**src/rtl/fp16_addsub_sequencer.sv**
```systemverilog
// fp16_addsub_sequencer
// Multi-cycle IEEE-754 binary16 add/subtract controller. It accepts one
// operation at a time and steps it through unpack, align, add, normalize and
// round. A 14-bit carry-lookahead adder is used only in the ADD state.
//
// Ports
//   clk        rising-edge clock
//   rst_n      asynchronous active-low reset
//   in_valid   operand pair valid
//   in_ready   block can accept an operation (high only in IDLE)
//   a, b       binary16 operands
//   op         0 = a+b, 1 = a-b
//   out_valid  result valid (high only in DONE)
//   out_ready  sink accepts the result
//   result     binary16 result; updated only when DONE is entered
//   busy       high in every state except IDLE
//
// Internal mantissa layout (MW=14): hidden(13) fraction(12:3) guard(2)
// round(1) sticky(0).
module fp16_addsub_sequencer #(
   parameter int          MW   = 14,
   parameter logic [15:0] QNAN = 16'h7E00
) (
   input  logic        clk,
   input  logic        rst_n,
   input  logic        in_valid,
   output logic        in_ready,
   input  logic [15:0] a,
   input  logic [15:0] b,
   input  logic        op,
   output logic        out_valid,
   input  logic        out_ready,
   output logic [15:0] result,
   output logic        busy
);

   typedef enum logic [2:0] {
      S_IDLE   = 3'd0,
      S_UNPACK = 3'd1,
      S_ALIGN  = 3'd2,
      S_ADD    = 3'd3,
      S_NORM   = 3'd4,
      S_ROUND  = 3'd5,
      S_DONE   = 3'd6
   } state_t;

   state_t        state_r, state_nx_s;
   logic [15:0]   opa_r, opb_r;
   logic          sub_op_r, sign_r, eff_sub_r;
   logic [5:0]    exp_r, dexp_r;
   logic [MW-1:0] mant_a_r, mant_b_r;
   logic          in_ready_s, out_valid_s, busy_s;

   // Carry-lookahead adder: generate/propagate with lookahead carry recurrence.
   // sub=1 forms x + ~y + 1.
   function automatic logic [MW:0] cla_add(input logic [MW-1:0] x,
                                           input logic [MW-1:0] y,
                                           input logic          sub);
      logic [MW-1:0] yy, g, p;
      logic [MW:0]   c;
      yy   = sub ? ~y : y;
      g    = x & yy;
      p    = x ^ yy;
      c[0] = sub;
      for (int i = 0; i < MW; i++) begin
         c[i+1] = g[i] | (p[i] & c[i]);
      end
      return {c[MW], p ^ c[MW-1:0]};
   endfunction

   // Unpack: classify operands, order by magnitude, build special results.
   logic        nan_a_s, nan_b_s, inf_a_s, inf_b_s, special_s, swap_s;
   logic [14:0] big_mag_s, small_mag_s;
   logic [5:0]  exp_big_s, exp_small_s;
   logic [15:0] special_val_s;
   always_comb begin
      nan_a_s     = (opa_r[14:10] == 5'h1F) && (opa_r[9:0] != 10'h000);
      nan_b_s     = (opb_r[14:10] == 5'h1F) && (opb_r[9:0] != 10'h000);
      inf_a_s     = (opa_r[14:10] == 5'h1F) && (opa_r[9:0] == 10'h000);
      inf_b_s     = (opb_r[14:10] == 5'h1F) && (opb_r[9:0] == 10'h000);
      special_s   = nan_a_s | nan_b_s | inf_a_s | inf_b_s;
      swap_s      = (opb_r[14:0] > opa_r[14:0]);
      big_mag_s   = swap_s ? opb_r[14:0] : opa_r[14:0];
      small_mag_s = swap_s ? opa_r[14:0] : opb_r[14:0];
      // Subnormals use effective exponent 1 with a zero hidden bit.
      exp_big_s   = (big_mag_s[14:10] == 5'h00) ? 6'd1 : {1'b0, big_mag_s[14:10]};
      exp_small_s = (small_mag_s[14:10] == 5'h00) ? 6'd1 : {1'b0, small_mag_s[14:10]};
      if (nan_a_s || nan_b_s) begin
         special_val_s = QNAN;
      end else if (inf_a_s && inf_b_s && (opa_r[15] ^ opb_r[15] ^ sub_op_r)) begin
         special_val_s = QNAN;
      end else if (inf_a_s) begin
         special_val_s = opa_r;
      end else if (inf_b_s) begin
         special_val_s = {opb_r[15] ^ sub_op_r, opb_r[14:0]};
      end else begin
         special_val_s = 16'h0000;
      end
   end

   // Align: right-shift the smaller mantissa, folding lost bits into sticky.
   logic [3:0]    sh_s;
   logic [MW-1:0] shifted_s, lost_mask_s, aligned_s;
   always_comb begin
      sh_s        = (dexp_r > 6'd14) ? 4'd14 : dexp_r[3:0];
      shifted_s   = mant_b_r >> sh_s;
      lost_mask_s = ~({MW{1'b1}} << sh_s);
      aligned_s   = {shifted_s[MW-1:1], shifted_s[0] | (|(mant_b_r & lost_mask_s))};
   end

   // Add: a carry on effective addition renormalizes right by one, keeping sticky.
   logic [MW:0]   cla_s;
   logic          carry_s, zero_s;
   logic [MW-1:0] sum_mant_s;
   logic [5:0]    sum_exp_s;
   always_comb begin
      cla_s   = cla_add(mant_a_r, mant_b_r, eff_sub_r);
      carry_s = cla_s[MW] & ~eff_sub_r;
      zero_s  = (cla_s[MW-1:0] == {MW{1'b0}}) && !carry_s;
      if (carry_s) begin
         sum_mant_s = {1'b1, cla_s[MW-1:2], cla_s[1] | cla_s[0]};
         sum_exp_s  = exp_r + 6'd1;
      end else begin
         sum_mant_s = cla_s[MW-1:0];
         sum_exp_s  = exp_r;
      end
   end

   // Normalize: shift left while the hidden bit is clear and exponent allows.
   logic norm_shift_s;
   always_comb begin
      norm_shift_s = !mant_a_r[MW-1] && (exp_r > 6'd1);
   end

   // Round to nearest even on guard/round/sticky and pack the result.
   logic        rnd_up_s;
   logic [11:0] rnd_s;
   logic [5:0]  rnd_exp_s;
   logic [15:0] round_val_s;
   always_comb begin
      rnd_up_s  = mant_a_r[2] & (mant_a_r[3] | mant_a_r[1] | mant_a_r[0]);
      rnd_s     = {1'b0, mant_a_r[MW-1:3]} + {11'd0, rnd_up_s};
      rnd_exp_s = exp_r + {5'd0, rnd_s[11]};
      if (rnd_exp_s >= 6'd31) begin
         round_val_s = {sign_r, 5'h1F, 10'h000};
      end else if (rnd_s[11]) begin
         round_val_s = {sign_r, rnd_exp_s[4:0], rnd_s[10:1]};
      end else if (rnd_s[10]) begin
         // Includes a subnormal that rounded up into the hidden bit (exp 1).
         round_val_s = {sign_r, rnd_exp_s[4:0], rnd_s[9:0]};
      end else begin
         round_val_s = {sign_r, 5'h00, rnd_s[9:0]};
      end
   end

   // State register plus registered handshake/status outputs.
   always_ff @(posedge clk or negedge rst_n) begin
      if (!rst_n) begin
         state_r   <= S_IDLE;
         in_ready  <= 1'b1;
         out_valid <= 1'b0;
         busy      <= 1'b0;
      end else begin
         state_r   <= state_nx_s;
         in_ready  <= in_ready_s;
         out_valid <= out_valid_s;
         busy      <= busy_s;
      end
   end

   // Next-state logic.
   always_comb begin
      state_nx_s = state_r;
      case (state_r)
         S_IDLE: begin
            if (in_valid && in_ready) state_nx_s = S_UNPACK;
            else                      state_nx_s = S_IDLE;
         end
         S_UNPACK: state_nx_s = special_s ? S_DONE : S_ALIGN;
         S_ALIGN:  state_nx_s = S_ADD;
         S_ADD:    state_nx_s = zero_s ? S_DONE : S_NORM;
         S_NORM:   state_nx_s = norm_shift_s ? S_NORM : S_ROUND;
         S_ROUND:  state_nx_s = S_DONE;
         S_DONE: begin
            if (out_ready) state_nx_s = S_IDLE;
            else           state_nx_s = S_DONE;
         end
         default:  state_nx_s = S_IDLE;
      endcase
   end

   // Output decode from the next state so the outputs come straight from flops.
   always_comb begin
      in_ready_s  = (state_nx_s == S_IDLE);
      out_valid_s = (state_nx_s == S_DONE);
      busy_s      = (state_nx_s != S_IDLE);
   end

   // Datapath registers; result is written only on the transition into DONE.
   always_ff @(posedge clk or negedge rst_n) begin
      if (!rst_n) begin
         opa_r     <= 16'h0000;
         opb_r     <= 16'h0000;
         sub_op_r  <= 1'b0;
         sign_r    <= 1'b0;
         eff_sub_r <= 1'b0;
         exp_r     <= 6'd0;
         dexp_r    <= 6'd0;
         mant_a_r  <= {MW{1'b0}};
         mant_b_r  <= {MW{1'b0}};
         result    <= 16'h0000;
      end else begin
         case (state_r)
            S_IDLE: begin
               if (in_valid && in_ready) begin
                  opa_r    <= a;
                  opb_r    <= b;
                  sub_op_r <= op;
               end
            end
            S_UNPACK: begin
               mant_a_r  <= {big_mag_s[14:10] != 5'h00, big_mag_s[9:0], 3'b000};
               mant_b_r  <= {small_mag_s[14:10] != 5'h00, small_mag_s[9:0], 3'b000};
               exp_r     <= exp_big_s;
               dexp_r    <= exp_big_s - exp_small_s;
               sign_r    <= swap_s ? (opb_r[15] ^ sub_op_r) : opa_r[15];
               eff_sub_r <= opa_r[15] ^ opb_r[15] ^ sub_op_r;
               if (special_s) result <= special_val_s;
            end
            S_ALIGN: mant_b_r <= aligned_s;
            S_ADD: begin
               mant_a_r <= sum_mant_s;
               exp_r    <= sum_exp_s;
               // Exact zero is +0, except -0 + -0 under effective addition.
               if (zero_s) result <= {sign_r & ~eff_sub_r, 15'h0000};
            end
            S_NORM: begin
               if (norm_shift_s) begin
                  mant_a_r <= mant_a_r << 1;
                  exp_r    <= exp_r - 6'd1;
               end
            end
            S_ROUND: result <= round_val_s;
            default: ;
         endcase
      end
   end

endmodule

```
**config.mk**
```make
export PLATFORM = sky130hd
export DESIGN_NAME = fp16_addsub_sequencer
export DESIGN_NICKNAME = d
export VERILOG_FILES = /design/src/rtl/fp16_addsub_sequencer.sv
export SDC_FILE = /design/constraint.sdc
export NUM_CORES = 1
export LEC_CHECK = 0
export ABC_AREA = 1
export BUFFER_PORTS_ARGS = -buffer_cell sky130_fd_sc_hd__buf_2
export CORE_ASPECT_RATIO = 1.75
export CORE_MARGIN = 2
export CORE_UTILIZATION = 35
export CTS_CLUSTER_DIAMETER = 80
export DETAILED_ROUTE_END_ITERATION = 16
export GPL_ROUTABILITY_DRIVEN = 0
export HOLD_SLACK_MARGIN = 0.02
export PLACE_DENSITY = 0.52
export SYNTH_ARGS = -nofsm -noshare
export SYNTH_HDL_FRONTEND = slang
export SYNTH_SLANG_ARGS = --single-unit
```
**constraint.sdc**
```tcl
create_clock -name clk -period 7.6 [get_ports clk]
set_input_delay 1.52 -clock clk [delete_from_list [all_inputs] [get_ports clk]]
set_output_delay 1.52 -clock clk [all_outputs]
set_load 0.1 [all_outputs]
```
==> impl_metrics.ini <==
[status]
status = complete, no violations

[grt]
grt_util_all_layers_pct = 19.99
grt_max_degree = 81
grt_pass1_vias = 6513
grt_pass1_wl_um = 33370
overflow = 0
antenna_found_initial = 0

[clocking]
ctsResizeCount = 0
clock_path_buffers = 2
ctsHoldBuffers = 0
htree_num_levels = 3
post-cts-setup-buffers = 0
cts_tree = yes
clkLatencyLatePin_ps = 360
numCtsBuffers = 9
root_buffer = clkbuf_16
cts_sinks = 97
path_clk_slew_ps = 70

[floorplan]
core_mm2 = 0.01982
rows = 68
die_area_mm2 = 0.02143
io_pins = 56
start_util_pct = 35.72
dieHeight_um = 192.2
fp.dieW_um = 111.5

[worst_setup_path]
path_class = flip-flop to flip-flop
path_max_fanout = 13
worstPathRequired_ps = 7830
reg2reg_depth = 24
setup.worst_path.end_class = flip-flop
cp-start-kind = flip-flop
arrival_ps = 6850

[synth]
ys.flop_type = dfrtp_1
yosysSeqAreaShare_pct = 34.29
avgSynthCellArea_um2 = 7.408
synth_top_area_cell = dfrtp_1
ys_top_cells_by_count = nand2_1 (205), inv_1 (104), nor2_1 (103)
ys_warn_count = 0
synth_top_area_share_pct = 33.92
synth_cells = 956
synth.area.top_cells = dfrtp_1 (34%), nand2_1 (11%), a21oi_1 (5.6%), inv_1 (5.5%), nor2_1 (5.5%)
netlist_area_mm2 = 0.007082
synthesis.nets = 1034
synth-edff-count = 0
synth.most_common_cell = nand2_1
ys_seq_elements = 97
postSynth.asyncResetShare_pct = 100.0
yosys.cell_types.count = 57

[sta]
grt_setup_unrepaired = no
final-hold-violation-count = 0
finalCriticalPeriod_ps = 6613
finClkSkew_ps = 11.07
max_freq_mhz = 151.2
timing.final.crit_share_pct = 87.01
slew_violations = 0
slew-limit-headroom_pct = 28.50
hold_ws_ps = 470.0
tightestPinTransition_ps = 1073
fin_setup_tns_ps = 0
setup_viol = 0

[final_layout]
diodes = 0
drive_gt1_share_pct = 13.09
synthToLayoutAreaGrowth_pct = 10.41
stdcell_area_mm2 = 0.007819
final_nets = 1074

[routing]
drt-pass1-iter-count = 5
drt_iter0_drc = 334
vias = 6470
ant_nets = 0
wl_per_cell_um = 16.70
viasPerCell = 5.193
drc = 0
finalWirelength_um = 20810

[placement]
dp_hpwl_um = 16400
numPortBuffers = 55
placed_area_mm2 = 0.007521

[job]
drv_cap = 0

[hold_path]
hold_depth = 2
worstHoldPathType = flip-flop to flip-flop
## worst max-delay path: stages, from the launching register on
cell and delay (ps):
dfrtp_1 460, nor2_1 110, a21oi_1 60, fa_1 390, fa_1 400, fa_1 400
fa_1 390, fa_1 390, fa_1 400, fa_1 390, fa_1 390, fa_1 400
fa_1 370, inv_1 80, fa_1 180, fa_1 180, fa_1 450, nand3_1 100
nor4_1 50, nand4_1 110, nand2_1 60, nand2_1 330, inv_1 230, nor2_1 140
a21oi_1 50
## sequential cells by signal (all words and copies together) (netlist names)
signal / cells
busy: 1
dexp_r: 6
eff_sub_r: 1
exp_r: 6
in_ready: 1
mant_a_r: 14
mant_b_r: 14
opa_r: 16
opb_r: 16
out_valid: 1
result: 16
sign_r: 1
state_r: 3
sub_op_r: 1
## final timing paths
| kind | start | endpoint | slack (ps) |
|---|---|---|---|
| max | mant_b_r[0] | result[13] | 990 |
| min | result[2] | result[2] | 470 |
| max reg2reg | mant_b_r[0] | result[13] | 990 |
| min reg2reg | result[2] | result[2] | 470 |
| max in group asynchronous | rst_n | mant_a_r[4] | 5220 |
| min in group asynchronous | rst_n | opa_r[12] | 1020 |
## kinds of logic (layout without fill, tap and decap cells)
logic type	count (synthesis)	in the layout	share of synthesized area, %
AO/OA/AOI/OAI	225	225	18.43
buffers and inverters	147	192	8.622
adder cells (fa/ha/maj)	41	41	8.728
flip-flops	97	97	34.29
XOR/XNOR	31	31	3.834
multiplexers	6	6	0.9363
AND/OR/NAND/NOR	409	409	25.16
## cell type report
class,instances,area [um^2]
sequential,97,2429
clock inverter,5,55.05
clock buffer,11,242.7
inverter,118,442.9
fill,2166,12010
tap,245,306.5
multi-input combinational,712,4043
timing repair buffer,58,300.3
## metrics by stage
| stage | std cells | utilization (%) | setup slack, ps |
|---|---|---|---|
| after detailed placement | 1230 | 37.94 | 989.7 |
| after global placement | 1230 | 37.94 | 1049 |
| after CTS | 1246 | 39.44 | 983.7 |
| after floorplan | 956 | - | 1104 |
| after global routing | 1246 | 39.44 | 484.6 |
| final | 1246 | 39.44 | 987.2 |
## cell usage in the layout (no fill, tap or decap), types with 6 or more instances in the layout
cell / instances
a21oi_1: 79
a22oi_1: 6
buf_2: 54
clkbuf_16: 9
dfrtp_1: 96
fa_1: 14
ha_1: 27
inv_1: 104
inv_2: 10
nand2_1: 205
nand2_2: 12
nand3_1: 43
nand4_1: 9
nor2_1: 103
nor3_1: 13
o211ai_1: 9
o21ai_0: 53
o21ai_1: 35
o21ai_2: 10
o22ai_1: 7
xnor2_1: 7
xor2_1: 24
## metal layers
| metal | vias up | GRT usage (%) | share of wire [%] |
|---|---|---|---|
| met5 | - | 0 | 0 |
| met4 | 0 | 12.58 | 5.8 |
| met3 | 61 | 2.682 | 3.2 |
| met2 | 175 | 37.20 | 53 |
| met1 | 2995 | 21.08 | 38 |
| li1 | 3239 | - | - |
Power is left out: the tool's default activity adds up to more than one toggle a clock period on the data nets, which glitch-free logic cannot reach.
